## src/rtl/serial_sub_ctrl_if.sv

```systemverilog
// Operand/result bundle for the bit-serial subtractor: start/ready handshake,
// abort, and the registered result word with its flags.
`timescale 1ns/1ps
interface serial_sub_ctrl_if #(parameter int WIDTH = 8);
  logic             start;
  logic [WIDTH-1:0] A_in;
  logic [WIDTH-1:0] B_in;
  logic             Bin_in;
  logic             abort;
  logic             ready;
  logic             busy;
  logic             done;
  logic [WIDTH-1:0] Diff;
  logic             Bout;
  logic             Z;
  logic             V;

  modport master (output start, A_in, B_in, Bin_in, abort,
                  input  ready, busy, done, Diff, Bout, Z, V);
  modport slave  (input  start, A_in, B_in, Bin_in, abort,
                  output ready, busy, done, Diff, Bout, Z, V);
endinterface

```

## src/rtl/serial_sub_ctrl.sv

```systemverilog
// Bit-serial A - B - Bin over WIDTH bits, LSB first, through one full-subtractor
// cell with a registered borrow; flags are registered on entry to DONE.
`timescale 1ns/1ps
module fs_1bit (
  input  logic a,
  input  logic b,
  input  logic bin,
  output logic d,
  output logic bout
);
  assign d    = a ^ b ^ bin;
  assign bout = (~a & b) | (~a & bin) | (b & bin);
endmodule

module serial_sub_ctrl #(
  parameter int WIDTH = 8
) (
  input  logic              clk,
  input  logic              rst,
  serial_sub_ctrl_if.slave  bus
);
  localparam int CNT_W = $clog2(WIDTH) + 1;

  typedef enum logic [1:0] {IDLE, RUN, DONE} state_t;

  state_t           state_q, state_d;
  logic [WIDTH-1:0] sha_q, sha_d, shb_q, shb_d, acc_q, acc_d, diff_q, diff_d;
  logic [CNT_W-1:0] cnt_q, cnt_d;
  logic             brw_q, brw_d, amsb_q, amsb_d, bmsb_q, bmsb_d;
  logic             bout_q, bout_d, z_q, z_d, v_q, v_d;
  logic             d_cell, bo_cell;
  logic [WIDTH-1:0] acc_sh;

  fs_1bit u_fs (
    .a    (sha_q[0]),
    .b    (shb_q[0]),
    .bin  (brw_q),
    .d    (d_cell),
    .bout (bo_cell)
  );

  // Accumulator after this cycle's bit lands at the MSB; on the last bit it is the full word.
  assign acc_sh = {d_cell, acc_q[WIDTH-1:1]};

  always_comb begin
    state_d = state_q;
    sha_d   = sha_q;
    shb_d   = shb_q;
    acc_d   = acc_q;
    cnt_d   = cnt_q;
    brw_d   = brw_q;
    amsb_d  = amsb_q;
    bmsb_d  = bmsb_q;
    diff_d  = diff_q;
    bout_d  = bout_q;
    z_d     = z_q;
    v_d     = v_q;
    case (state_q)
      IDLE, DONE: begin
        state_d = IDLE;
        if (bus.start) begin
          state_d = RUN;
          sha_d   = bus.A_in;
          shb_d   = bus.B_in;
          brw_d   = bus.Bin_in;
          cnt_d   = '0;
          acc_d   = '0;
          amsb_d  = bus.A_in[WIDTH-1];
          bmsb_d  = bus.B_in[WIDTH-1];
        end
      end
      RUN: begin
        if (bus.abort) begin
          // Abort beats completion; previous results stay on the outputs.
          state_d = IDLE;
        end else begin
          brw_d = bo_cell;
          sha_d = sha_q >> 1;
          shb_d = shb_q >> 1;
          acc_d = acc_sh;
          cnt_d = cnt_q + 1'b1;
          if (cnt_q == CNT_W'(WIDTH - 1)) begin
            state_d = DONE;
            diff_d  = acc_sh;
            bout_d  = bo_cell;
            z_d     = (acc_sh == '0);
            v_d     = (amsb_q ^ bmsb_q) & (acc_sh[WIDTH-1] ^ amsb_q);
          end
        end
      end
      default: state_d = IDLE;
    endcase
  end

  always_ff @(posedge clk or posedge rst) begin
    if (rst) begin
      state_q <= IDLE;
      sha_q   <= '0;
      shb_q   <= '0;
      acc_q   <= '0;
      cnt_q   <= '0;
      brw_q   <= 1'b0;
      amsb_q  <= 1'b0;
      bmsb_q  <= 1'b0;
      diff_q  <= '0;
      bout_q  <= 1'b0;
      z_q     <= 1'b0;
      v_q     <= 1'b0;
    end else begin
      state_q <= state_d;
      sha_q   <= sha_d;
      shb_q   <= shb_d;
      acc_q   <= acc_d;
      cnt_q   <= cnt_d;
      brw_q   <= brw_d;
      amsb_q  <= amsb_d;
      bmsb_q  <= bmsb_d;
      diff_q  <= diff_d;
      bout_q  <= bout_d;
      z_q     <= z_d;
      v_q     <= v_d;
    end
  end

  assign bus.ready = (state_q != RUN);
  assign bus.busy  = (state_q == RUN);
  assign bus.done  = (state_q == DONE);
  assign bus.Diff  = diff_q;
  assign bus.Bout  = bout_q;
  assign bus.Z     = z_q;
  assign bus.V     = v_q;
endmodule

```

## src/flat_wrapper.sv

```systemverilog
// flat-port wrapper written by rule: the top's interface ports become plain ports
module serial_sub_ctrl_flat 
#(
  parameter int WIDTH = 8
)
  (clk, rst, bus_start, bus_A_in, bus_B_in, bus_Bin_in, bus_abort, bus_ready, bus_busy, bus_done, bus_Diff, bus_Bout, bus_Z, bus_V);
  serial_sub_ctrl_if #(.WIDTH(WIDTH)) bus_i ();
  input  logic clk;
  input  logic rst;
  input wire logic [$bits(bus_i.start)-1:0] bus_start;
  input wire logic [$bits(bus_i.A_in)-1:0] bus_A_in;
  input wire logic [$bits(bus_i.B_in)-1:0] bus_B_in;
  input wire logic [$bits(bus_i.Bin_in)-1:0] bus_Bin_in;
  input wire logic [$bits(bus_i.abort)-1:0] bus_abort;
  output wire logic [$bits(bus_i.ready)-1:0] bus_ready;
  output wire logic [$bits(bus_i.busy)-1:0] bus_busy;
  output wire logic [$bits(bus_i.done)-1:0] bus_done;
  output wire logic [$bits(bus_i.Diff)-1:0] bus_Diff;
  output wire logic [$bits(bus_i.Bout)-1:0] bus_Bout;
  output wire logic [$bits(bus_i.Z)-1:0] bus_Z;
  output wire logic [$bits(bus_i.V)-1:0] bus_V;
  assign bus_i.start = bus_start;
  assign bus_i.A_in = bus_A_in;
  assign bus_i.B_in = bus_B_in;
  assign bus_i.Bin_in = bus_Bin_in;
  assign bus_i.abort = bus_abort;
  assign bus_ready = bus_i.ready;
  assign bus_busy = bus_i.busy;
  assign bus_done = bus_i.done;
  assign bus_Diff = bus_i.Diff;
  assign bus_Bout = bus_i.Bout;
  assign bus_Z = bus_i.Z;
  assign bus_V = bus_i.V;
  serial_sub_ctrl #(.WIDTH(WIDTH)) u_core (.clk(clk), .rst(rst), .bus(bus_i));
endmodule
```

## config.mk

```make
export PLATFORM = sky130hd
export DESIGN_NAME = serial_sub_ctrl_flat
export DESIGN_NICKNAME = d
export VERILOG_FILES = /design/src/rtl/serial_sub_ctrl_if.sv /design/src/rtl/serial_sub_ctrl.sv /design/src/flat_wrapper.sv
export SDC_FILE = /design/constraint.sdc
export NUM_CORES = 1
export LEC_CHECK = 0
export ABC_AREA = 1
export BUFFER_PORTS_ARGS = -buffer_cell sky130_fd_sc_hd__buf_4
export CORE_MARGIN = 2
export CORE_UTILIZATION = 55
export CTS_CLUSTER_SIZE = 25
export DETAILED_ROUTE_END_ITERATION = 8
export PLACE_DENSITY = 0.83
export SLEW_MARGIN = 20
export SYNTH_ARGS = -nofsm -noshare
export SYNTH_HDL_FRONTEND = slang
export SYNTH_SLANG_ARGS = --single-unit
```

## constraint.sdc

```tcl
create_clock -name clk -period 1.5 [get_ports clk]
set_input_delay 0.225 -clock clk [delete_from_list [all_inputs] [get_ports clk]]
set_output_delay 0.225 -clock clk [all_outputs]
set_load 0.05 [all_outputs]
```

# Yosys cells after proc, flatten, opt, wreduce, memory -nomap -nowiden
# Cells that the tools add are included.
# Widths: inputs -> output; s select.
totals:
  memories: 0
  latch_bits: 0
  in_bits: 21
  word_cells: 58
  out_inout_bits: 14
  reg_bits: 44
  romBits: 0
  ramBits: 0
classes:
  n_div: 0
  multipliers: 0
  n_reduce_logical: 7
  add_sub_neg: 1
  mux: 19
  n_eq_ne: 7
  order_cmp: 0
  n_bitwise: 12
  n_shift: 0
ops:
  columns: ["operator", "count"]
  rows:
  - ["$mux 8", 6]
  - ["$pmux 8 s2", 3]
  - ["$logic_not 8->1", 1]
  - ["$mux 4", 2]
  - ["$pmux 4 s2", 1]
  - ["$reduce_and 3->1", 2]
  - ["$add 4x1->4 const B", 1]
  - ["$and 1x1->1", 4]
  - ["$eq 4x3->1 const B", 1]
  - ["$mux 2", 2]
  - ["$ne 2x2->1 const B", 2]
  - ["$pmux 2 s2", 1]
  - ["$xor 1x1->1", 4]
  - ["$mux 1", 3]
  - ["$ne 3x2->1 const B", 1]
  - ["$eq 2x1->1 const B", 1]
  - ["$eq 2x2->1 const B", 1]
  - ["$logic_not 2->1", 1]
  - ["$ne 2x1->1 const B", 1]
  - ["$not 1->1", 2]
  - ["$or 1x1->1", 2]
  - ["$pmux 1 s2", 1]
  - ["$reduce_and 2->1", 1]
  - ["$reduce_bool 2->1", 1]
  - ["$reduce_or 2->1", 1]

# Depth between registers and ports, before layout
# Gate-level depths: netlist of run 1.
depth:
  ltp_word: 6
  depth_mapped: 7
  ltp_nobuf: 7

# By module
# From an unflattened synthesis of run 1, not the netlist that was laid out.
unflattened:
  hier_cells: 226
  area_unflattened_um2: 2000.7
by_module_without_submodules:
  columns: ["module", "cells_each", "area_per_inst_um2", "seq_area_each_um2", "n_inst"]
  rows:
  - ["serial_sub_ctrl", 223, 1973.1, 1076.0, 1]
  - ["fs_1bit", 3, 27.5, 0.0, 1]

# Worst setup path before layout of run 1
# No wires, ideal clock.
synth_timing:
  path_kind: "register to register"
  start: "register u_core.state_q[0]"
  end: "register u_core.acc_q[1]"
  setup_time_ps: 130
  path_stages_with_launch: 5
  n_path_buf: 0
  required_ps: 1370
  t_arrival_ps: 1289
  setup_slack_ps: 81
  path_cell_list: "dfrtp_1 nand2_2 clkinv_1 nand3_1 o21ai_0"
synth_via:
  elab_cells_between_ends: 9
  cone_classes: "eq/ne: 4; mux: 1; reduce/logical: 4"
synth_rtl:
  columns: ["item", "line_no", "text"]
  rows:
  - ["start, declared", "serial_sub_ctrl.sv:26", "state_t state_q, state_d;"]
  - ["start signal, assigned", "serial_sub_ctrl.sv:110", "state_q <= state_d;"]
  - ["$eq 2x1->1 (*)", null, null]
  - ["named net bus_busy", "flat_wrapper.sv:16", "output wire logic [$bits(bus_i.busy)-1:0] bus_busy;"]
  - ["$ne 2x2->1 (no source line) / $reduce_bool 2->1 (equally long branches)", null, null]
  - ["$reduce_and 3->1 (no source line)", null, null]
  - ["end signal, assigned", "serial_sub_ctrl.sv:100", "acc_q <= '0;"]
  - ["end signal, assigned", "serial_sub_ctrl.sv:113", "acc_q <= acc_d;"]
  - ["end, declared", "serial_sub_ctrl.sv:27", "logic [WIDTH-1:0] sha_q, sha_d, shb_q, shb_d, acc_q, acc_d, diff_q, diff_d;"]
# Mark *: on every way through the listed nets, which the timed path passes. The rest lies on a longest branch.
# A chain may end at the register's enable or synchronous reset.

# Final worst setup path of run 1
layout_timing:
  start: "register u_core.state_q[1]"
  end: "output bus_busy"
layout_via:
  elab_chain_len: 1
layout_lines:
  columns: ["item", "line_no", "text"]
  rows:
  - ["$eq 2x1->1", "serial_sub_ctrl.sv:126", "assign bus.busy = (state_q == RUN);"]
  - ["end, declared", "flat_wrapper.sv:16", null]
# Every way passes these cells.

==> results of run 1 <==
-- synthesized netlist by cell type --
| master | count | share of area |
|---|---|---|
| a21oi_1 | 1 | 0.0025 |
| ha_1 | 1 | 0.0063 |
| o21ai_1 | 7 | 0.018 |
| buf_6 | 5 | 0.028 |
| buf_4 | 1 | 0.0038 |
| nor2_4 | 1 | 0.0056 |
| o21ai_0 | 34 | 0.085 |
| nor2_1 | 9 | 0.017 |
| clkbuf_2 | 1 | 0.0025 |
| o22ai_1 | 2 | 0.0063 |
| clkinv_1 | 1 | 0.0019 |
| nand2_1 | 62 | 0.12 |
| inv_1 | 34 | 0.064 |
| nand2_4 | 2 | 0.011 |
| fa_1 | 1 | 0.010 |
| o21ai_2 | 9 | 0.040 |
| nand2_2 | 2 | 0.0063 |
| nand3_1 | 10 | 0.025 |
| buf_2 | 2 | 0.0050 |
| nand3_2 | 1 | 0.0050 |
| dfrtp_1 | 43 | 0.54 |
-- worst max-delay path: stages, from the launching register on --
cell and delay, ns:
dfrtp_1 0.40, inv_2 0.11, nand2_4 0.08, buf_12 0.14, clkinv_1 0.06, buf_6 0.15
-- report_power, final --
part	switching (µW)	leakage [µW]	total, µW	internal (µW)
clock network	362	0.0000482	756	394
registers	97.3	0.000569	1460	1360
logic	558	0.000666	922	364
total	1020	0.00128	3140	2120
-- flip-flops by register name (all words and copies together), names as in the netlist, 2 cells and up --
name,cells
u_core.shb_q,8
u_core.cnt_q,4
u_core.sha_q,8
u_core.acc_q,7
u_core.bus.Diff,8
u_core.state_q,2
-- what timing repair did --
action	4_1_cts	5_1_grt
setup buffers	2	3
cloned	1	0
endpoints found under the setup margin	2	17
hold buffers	1	0
gates resized for setup	3	5
hold endpoints to repair	43	0
pin swaps	1	1
-- path summary, 6_finish.rpt --
| path | endpoint | cells past startpoint |
|---|---|---|
| max in group asynchronous | u_core.acc_q[3] | 4 |
| hold reg to reg | u_core.bus.Diff[6] | 2 |
| setup reg to reg | u_core.bus.Z | 5 |
| setup / recovery | bus_busy | 5 |
| hold / removal | u_core.amsb_q | 3 |
| min in group asynchronous | u_core.bus.Diff[0] | 4 |
-- cells in the final DEF (no fill, tap or decap), drive strengths merged, types with 2 or more instances in the layout --
cell	n
buf	44
clkbuf	6
clkinv	2
dfrtp	43
inv	34
nand2	66
nand3	11
nor2	10
o21ai	50
o22ai	2
-- cell families (layout without fill, tap and decap cells) --
family                   count (synthesis)  count (layout)  synth area share
AND/OR/NAND/NOR                         87              87            0.1871
AO/OA/AOI/OAI                           53              53            0.1513
buffers and inverters                   44              89            0.1055
flip-flops                              43              43            0.5399
adder cells (fa/ha/maj)                  2               2           0.01632
-- routing by layer --
layer	vias to the layer above	global-route usage	share of wire
met5	-	0	0
met4	0	0.1011	0.024
met3	10	0.04577	0.041
met2	41	0.3555	0.50
met1	751	0.2808	0.44
li1	803	-	-
-- layout make-up --
| cell class | instances | area, µm² |
|---|---|---|
| tap | 46 | 57.56 |
| multi-input combinational | 142 | 725.7 |
| sequential | 43 | 1076 |
| inverter | 35 | 131.4 |
| clock buffer | 6 | 51.30 |
| timing repair buffer | 46 | 430.4 |
| clock inverter | 2 | 35.03 |
| fill | 253 | 908.4 |
-- through the flow --
step | hold WS [ns] | setup WS [ns] | instance area (µm²) | TNS, ns
after detailed placement | 0.3096 | 0.07216 | 2315 | 0
after CTS | 0.09556 | 0.02078 | 2467 | 0
final | 0.1009 | -0.01166 | 2507 | -0.01166
after floorplan | 0.3620 | 0.08097 | 1993 | 0
after global placement | 0.3090 | 0.1147 | 2315 | 0
after global routing | 0.09825 | -0.05848 | 2507 | -0.1383
==> impl_metrics.toml, run 1 <==
[status]
status = "complete, but fails checks"
violations = "setup timing"

[timing]
final_max_slew_viol_count = 0
post-route-period-util = 1.008
fin_worst_skew_ns = 0.01502
setup_violations = 1
max_slew.worst_pin.slew_ns = 0.2224
timing.fmax_ghz = 0.6615
min_period_ns = 1.512
rsz0062_at_grt = "true"
relSlewSlack = 0.8518
hold_viol_final = 0
fin_ws_ns = -0.01166

[clock_tree]
cts_htree_levels = 2
cts_tree = "yes"
cts.path.max_buffers = 2
cts_root_buf = "clkbuf_4"
numClockSinks = 43
clkSlewWorstSetupHoldPaths_ns = 0.13
clock_latency_ns = 0.35
cts-buffers-inserted = 5

[worst_hold_path]
hold_class = "primary input to flip-flop"
hold_start = "bus_A_in[7]"

[floorplanning]
core_mm2 = 0.003416
rows = 21
dieHeight_um = 64.20
initial_core_util = 0.5835
die_width_um = 64.20
io_pins = 35
dieArea_mm2 = 0.004122

[finish]
instances_no_fill = 320
num_antenna_cells = 0
layout.nets = 296
syn2layout_area_growth_pct = 25.80
final_util = 0.7341
layout-drive-gt1-share = 0.2591

[yosys]
synth_area_mm2 = 0.001993
synth_warnings = 0
synth_nets = 252
synth_seq_area_share = 0.5399
syn_avg_cell_area_um2 = 8.704
ys_seq_elements = 43
ys_types = 21
netlist_instances = 229

[power]
leakage_uw = 0.001284
power_density_mw_per_mm2 = 1252
power_uw = 3138
ir_drop_uv = 743.6

[critical_path]
critPathArrivalTime_ns = 1.29
reg2reg_slack_ns = 0.09
r2r_start = "u_core.shb_q[0]"
path_class = "flip-flop to output pin"
crit_start = "u_core.state_q[1]"
path_max_fanout = 4
critPathLaunchType = "flip-flop"
required_ns = 1.27
crit_path_end_kind = "output pin"

[place]
place.gp.congestion = 0.8327
dp.cells = 305
port_buffers = 34
dp_hpwl_um = 2653

[route]
num_vias = 1605
wl_per_cell_um = 12.89
firstDrtPassIters = 4
detail-route-antenna-nets = 0
drt_iter0_markers = 102
drc_errors = 0
avgViaCountPerCell = 5.016
drt-total-wl_um = 4126

[global_routing]
antenna_found_initial = 0
grt_pass1_vias = 1560
grt_max_degree = 44
track_usage = 0.2186
overflow = 0
grt_pass1_wl_um = 6886

[flow_run]
max-cap-violations = 0
No activity file was read; power rests on OpenSTA's default activity.
==> run 2, diff against run 1 <==
--- a/config.mk
+++ b/config.mk
@@ -15,4 +15,5 @@
 export SLEW_MARGIN = 20
 export SYNTH_ARGS = -nofsm -noshare
 export SYNTH_HDL_FRONTEND = slang
+export SYNTH_HIERARCHICAL = 1
 export SYNTH_SLANG_ARGS = --single-unit
==> run 2 against run 1 <==
- the flow finishes with violations (hold timing)
- critical path depth fell by 1
- cell count down 0.63%
- sequential share of layout area is 0.84 points higher
- sequential power about the same
- global-route usage shrank 0.51 points
- register-to-register slack better by 0.04 ns
- clock power shrank 16%
- worst setup slack improved by 0.055 ns
- worst hold slack got worse by 0.11 ns
- critical endpoint is now bus_ready
- largest power group unchanged
==> impl_metrics.toml, run 2 <==
[route]
drc_errors = 0
detail-route-antenna-nets = 0
firstDrtPassIters = 4
avgViaCountPerCell = 5.006
drt_iter0_markers = 104
wl_per_cell_um = 11.80
drt-total-wl_um = 3753
num_vias = 1592

[yosys]
synth_seq_area_share = 0.5378
ys_seq_elements = 43
synthFlopType = "dfrtp_1"
ys_types = 21
synth_area_mm2 = 0.002001
synth_nets = 249
synth_commonest_cells = "nand2_1, dfrtp_1, inv_1, o21ai_0, o21ai_1"
yosysTopAreaCell = "dfrtp_1"
netlist_instances = 226
synth_warnings = 6
synth_top_cell_area_share = 0.5378
yosysMostFrequentCell = "nand2_1"
synth_edf_count = 0
synth.area.top_cells = "dfrtp_1, nand2_1, inv_1"
async_flop_share = 1.000
syn_avg_cell_area_um2 = 8.853

[finish]
num_antenna_cells = 0
fin_area_mm2 = 0.002462
layout_common_cells = "nand2_1, buf_4, dfrtp_1, inv_1, o21ai_0"
layout-drive-gt1-share = 0.2904
syn2layout_area_growth_pct = 23.08
layout_commonest_cell = "nand2_1"
layout.nets = 294
final_util = 0.7209

[critical_path]
critPathArrivalTime_ns = 1.23
slowest_stage = "dfrtp_1"
worstPathCellList = "inv_2 > nand2_4 > buf_8 > buf_8"
crit_family = "flip-flops"
crit_buf_inv = 3
slowest_delay_ns = 0.40
path_depth = 4
critPathLaunchType = "flip-flop"
reg2reg_slack_ns = 0.13
required_ns = 1.27
r2r_start = "u_core/sha_q[0]"
r2r_cells = 8
crit_path_end_kind = "output pin"
path_class = "flip-flop to output pin"
path_max_fanout = 6
regToRegEndpoint = "u_core/bus.Z"
cp_common_cell = "buf_8"

[clock_tree]
numClockSinks = 43
cts-buffers-inserted = 5
cts.path.max_buffers = 2
clock_latency_ns = 0.36
hold_buffers = 0
cts_root_buf = "clkbuf_4"
clkSlewWorstSetupHoldPaths_ns = 0.12
cts_htree_levels = 2
cts_tree = "yes"

[worst_hold_path]
hold_class = "primary input to async pin"

[floorplanning]
io_pins = 35
dieArea_mm2 = 0.004136
core_mm2 = 0.003416
initial_core_util = 0.5857
die_width_um = 64.31
rows = 21
dieHeight_um = 64.31

[timing]
tns_ns = 0
timing.fmax_ghz = 0.6864
max_slew.worst_pin.slew_ns = 0.5211
whs_ns = -0.01270
min_period_ns = 1.457
relSlewSlack = 0.6526
fin_worst_skew_ns = 0.01232
final_max_slew_viol_count = 0
post-route-period-util = 0.9712
rsz0062_at_grt = "true"
hold_viol_final = 30
setup_violations = 0
fin_ws_ns = 0.04321

[global_routing]
grt_max_degree = 44
overflow = 0
grt_pass1_vias = 1559
track_usage = 0.2135
antenna_found_initial = 0
grt_pass1_wl_um = 6810

[flow_run]
max-cap-violations = 0

[power]
ir_drop_uv = 832.5
leakage_uw = 0.001274
power_density_mw_per_mm2 = 1228
power_uw = 3023

[place]
port_buffers = 34
dp_slack_ns = 0.08251
postPlaceCellArea_mm2 = 0.002312
place.gp.congestion = 0.7622
dp_hpwl_um = 2550

[status]
status = "complete, but fails checks"
violations = "hold timing"
[run 2: cell count changes in the layout (fill, tap and decap cells not counted), sizes merged, moves of 2 or more]
| cell | previous run | this run |
|---|---|---|
| o22ai | 2 | 8 |
| clkbuf | 6 | 8 |
| inv | 34 | 38 |
| buf | 44 | 47 |
| o21ai | 50 | 43 |
| clkinv | 2 | 0 |
| nand3 | 11 | 8 |
[run 2: area by class of cell]
cell class	instances	area (µm²)
clock buffer	8	68.82
fill	274	953.4
inverter	38	147.6
multi-input combinational	136	710.7
sequential	43	1077
tap	46	57.56
timing repair buffer	47	400.4
[run 2: metrics by stage]
step	hold slack (ns)	instances
final	-0.01270	318
after detailed placement	0.4020	303
after global routing	0.01674	318
after global placement	0.3974	303
after CTS	0.0004083	313
after floorplan	0.3880	226
[run 2: cell families after synthesis]
kind of cell / Yosys count / synth area share
buffers and inverters: 47 / 0.1094
and+or+nand+nor: 82 / 0.1789
AOI/OAI and AO/OA: 52 / 0.1576
adders and majority gates: 2 / 0.01626
DFF: 43 / 0.5378
[run 2: how the worst max path moves through the flow]
stage | start | end
final | u_core/state_q[1] | bus_ready
after global routing | u_core/state_q[1] | bus_ready
after CTS | u_core/state_q[1] | bus_ready
after detailed placement | u_core/sha_q[0] | u_core/bus.Z
after global placement | u_core/sha_q[0] | u_core/bus.Z
after floorplan | u_core/sha_q[0] | u_core/bus.Z
[run 2: repair_timing]
item	4_1_cts	5_1_grt
pin swaps	0	2
gates cloned	0	0
setup endpoints to repair	2	3
gates resized for setup	7	5
setup buffers	2	5
[run 2: report_power, final]
part	switching, µW	internal [µW]
Clock	356	276
Combinational	567	362
Sequential	96.2	1370
[run 2: metal layers]
layer / wire length [µm] / track usage / up-vias
met4: 10 / 0.06649 / 0
met2: 1918 / 0.3516 / 30
li1: - / - / 802
met5: 0 / 0 / -
met3: 151 / 0.06866 / 2
met1: 1673 / 0.2685 / 758
[run 2: worst min-delay path, delay by kind of cell]
kind	cells	cell delay, ns
buffers and inverters	3	0.58
==> run 3, diff against run 2 <==
--- a/config.mk
+++ b/config.mk
@@ -8,10 +8,10 @@
 export ABC_AREA = 1
 export BUFFER_PORTS_ARGS = -buffer_cell sky130_fd_sc_hd__buf_4
 export CORE_MARGIN = 2
-export CORE_UTILIZATION = 55
+export CORE_UTILIZATION = 30
 export CTS_CLUSTER_SIZE = 25
 export DETAILED_ROUTE_END_ITERATION = 8
-export PLACE_DENSITY = 0.83
+export PLACE_DENSITY = 0.52
 export SLEW_MARGIN = 20
 export SYNTH_ARGS = -nofsm -noshare
 export SYNTH_HDL_FRONTEND = slang
==> constraint.sdc (replaced) <==
create_clock -name clk -period 1.8 [get_ports clk]
set_input_delay 0.27 -clock clk [delete_from_list [all_inputs] [get_ports clk]]
set_output_delay 0.27 -clock clk [all_outputs]
set_load 0.05 [all_outputs]
==> run 3 against run 2 <==
- the run now ends clean
- total power is 15% lower
- worst hold slack better by 0.12 ns
- clock power is 6.0% higher
- cell area is 2.4% lower
- sequential cell count stayed put
- clock skew is 0.0080 ns lower
- sequential share of layout area is 1.0 points higher
- worst setup slack better by 0.059 ns
- critical path type unchanged
- highest routed layer unchanged
==> impl_metrics.toml, run 3 (synthesized netlist as in run 2, its figures left out) <==
[status]
status = "finished, final reports clean"

[floorplanning]
rows = 29
initial_core_util = 0.3133
core_mm2 = 0.006386
dieHeight_um = 85.67
io_pins = 35
die_width_um = 85.67
dieArea_mm2 = 0.007338

[finish]
syn2layout_area_growth_pct = 20.14
layout_commonest_cell = "nand2_1"
fillers = 685
layout-drive-gt1-share = 0.2443
layout.nets = 284
num_antenna_cells = 0
layout_common_cells = "nand2_1, dfrtp_1, buf_4, inv_1, o21ai_0"

[global_routing]
overflow = 0
grt_max_degree = 44
track_usage = 0.1058
grt_pass1_wl_um = 6141
grt_pass1_vias = 1378
antenna_found_initial = 0

[worst_hold_path]
hold_class = "primary input to async pin"

[timing]
rsz0062_at_grt = "false"
max_slew.worst_pin.slew_ns = 0.5652
timing.fmax_ghz = 0.5892
post-route-period-util = 0.9430
setup_violations = 0
relSlewSlack = 0.6232
tns_ns = 0
final_max_slew_viol_count = 0
fin_worst_skew_ns = 0.004302
min_period_ns = 1.697
whs_ns = 0.1111
hold_viol_final = 0

[clock_tree]
post_cts_buffers = 0
clkSlewWorstSetupHoldPaths_ns = 0.08
clock_latency_ns = 0.29
cts_tree = "yes"
cts_resized = 0
numClockSinks = 43
cts_htree_levels = 2
cts.path.max_buffers = 2
cts-buffers-inserted = 5
cts_root_buf = "clkbuf_8"
hold_buffers = 0

[critical_path]
required_ns = 1.53
crit_buf_inv = 4
slowest_delay_ns = 0.37
crit_family = "buffers and inverters"
critPathArrivalTime_ns = 1.43
crit_path_end_kind = "output pin"
slowest_stage = "dfrtp_1"
critPathLaunchType = "flip-flop"
path_class = "flip-flop to output pin"
worstPathCellList = "inv_1 > nand2_2 > buf_4 > inv_1 > buf_4"
path_max_fanout = 11

[flow_run]
max-cap-violations = 0

[route]
drt_iter0_markers = 29
wl_per_cell_um = 10.95
detail-route-antenna-nets = 0
avgViaCountPerCell = 4.304
drt-total-wl_um = 3713
firstDrtPassIters = 4
num_vias = 1459
drc_errors = 0

[place]
port_buffers = 34
place.gp.congestion = 0.6976
dp_hpwl_um = 2490

[power]
ir_drop_uv = 446.0
power_density_mw_per_mm2 = 1074
leakage_uw = 0.001220
[run 3: area by class of cell]
type / instances / area (µm²) / area share
clock buffer: 8 / 100.1 / 0.04164
sequential: 43 / 1076 / 0.4477
timing repair buffer: 37 / 277.8 / 0.1156
inverter: 38 / 147.6 / 0.06143
tap: 77 / 96.34 / 0.04008
multi-input combinational: 136 / 705.7 / 0.2936
[run 3: stage by stage]
stage	cell area [µm²]	power, µW	utilization	worst slack, ns	cells
after floorplan	2001	1774	-	0.4227	226
after global placement	2303	1934	0.3607	0.3076	331
after detailed placement	2303	1944	0.3607	0.2725	331
after CTS	2404	2632	0.3764	0.07696	339
after global routing	2404	2770	0.3764	0.01325	339
final	2404	2581	0.3764	0.1027	339
[run 3: path summary, 6_finish.rpt]
kind,from,to,slack (ns),depth (start not counted)
max,u_core/state_q[1],bus_busy,0.10,5
min in group clk,bus_A_in[7],u_core/amsb_q,0.26,3
min,rst,u_core/bus.Diff[0],0.11,3
max reg2reg,u_core/cnt_q[0],u_core/bus.Z,0.28,7
min reg2reg,u_core/bus.Diff[4],u_core/bus.Diff[4],0.49,2
max in group asynchronous,rst,u_core/amsb_q,1.31,3
[run 3: routing by layer]
layer / track usage / routed length (µm) / vias to the layer above
met3: 0.03080 / 212 / 5
met5: 0 / 0 / -
met1: 0.1384 / 1811 / 642
met2: 0.1669 / 1647 / 33
met4: 0.03896 / 40 / 0
li1: - / - / 779
[run 3: power breakdown]
part / internal (µW) / leakage [µW] / switching [µW]
registers: 1140 / 0.000569 / 77.5
clock network: 350 / 0.0000515 / 319
logic: 243 / 0.000599 / 453
total: 1730 / 0.00122 / 850
[run 3: worst register-to-register path: cells and delay by family, from the launching register on]
kind | cells | cell delay [ns]
AND/OR/NAND/NOR | 5 | 0.64
flip-flops | 1 | 0.41
adder cells (fa/ha/maj) | 1 | 0.22
buffers and inverters | 1 | 0.14
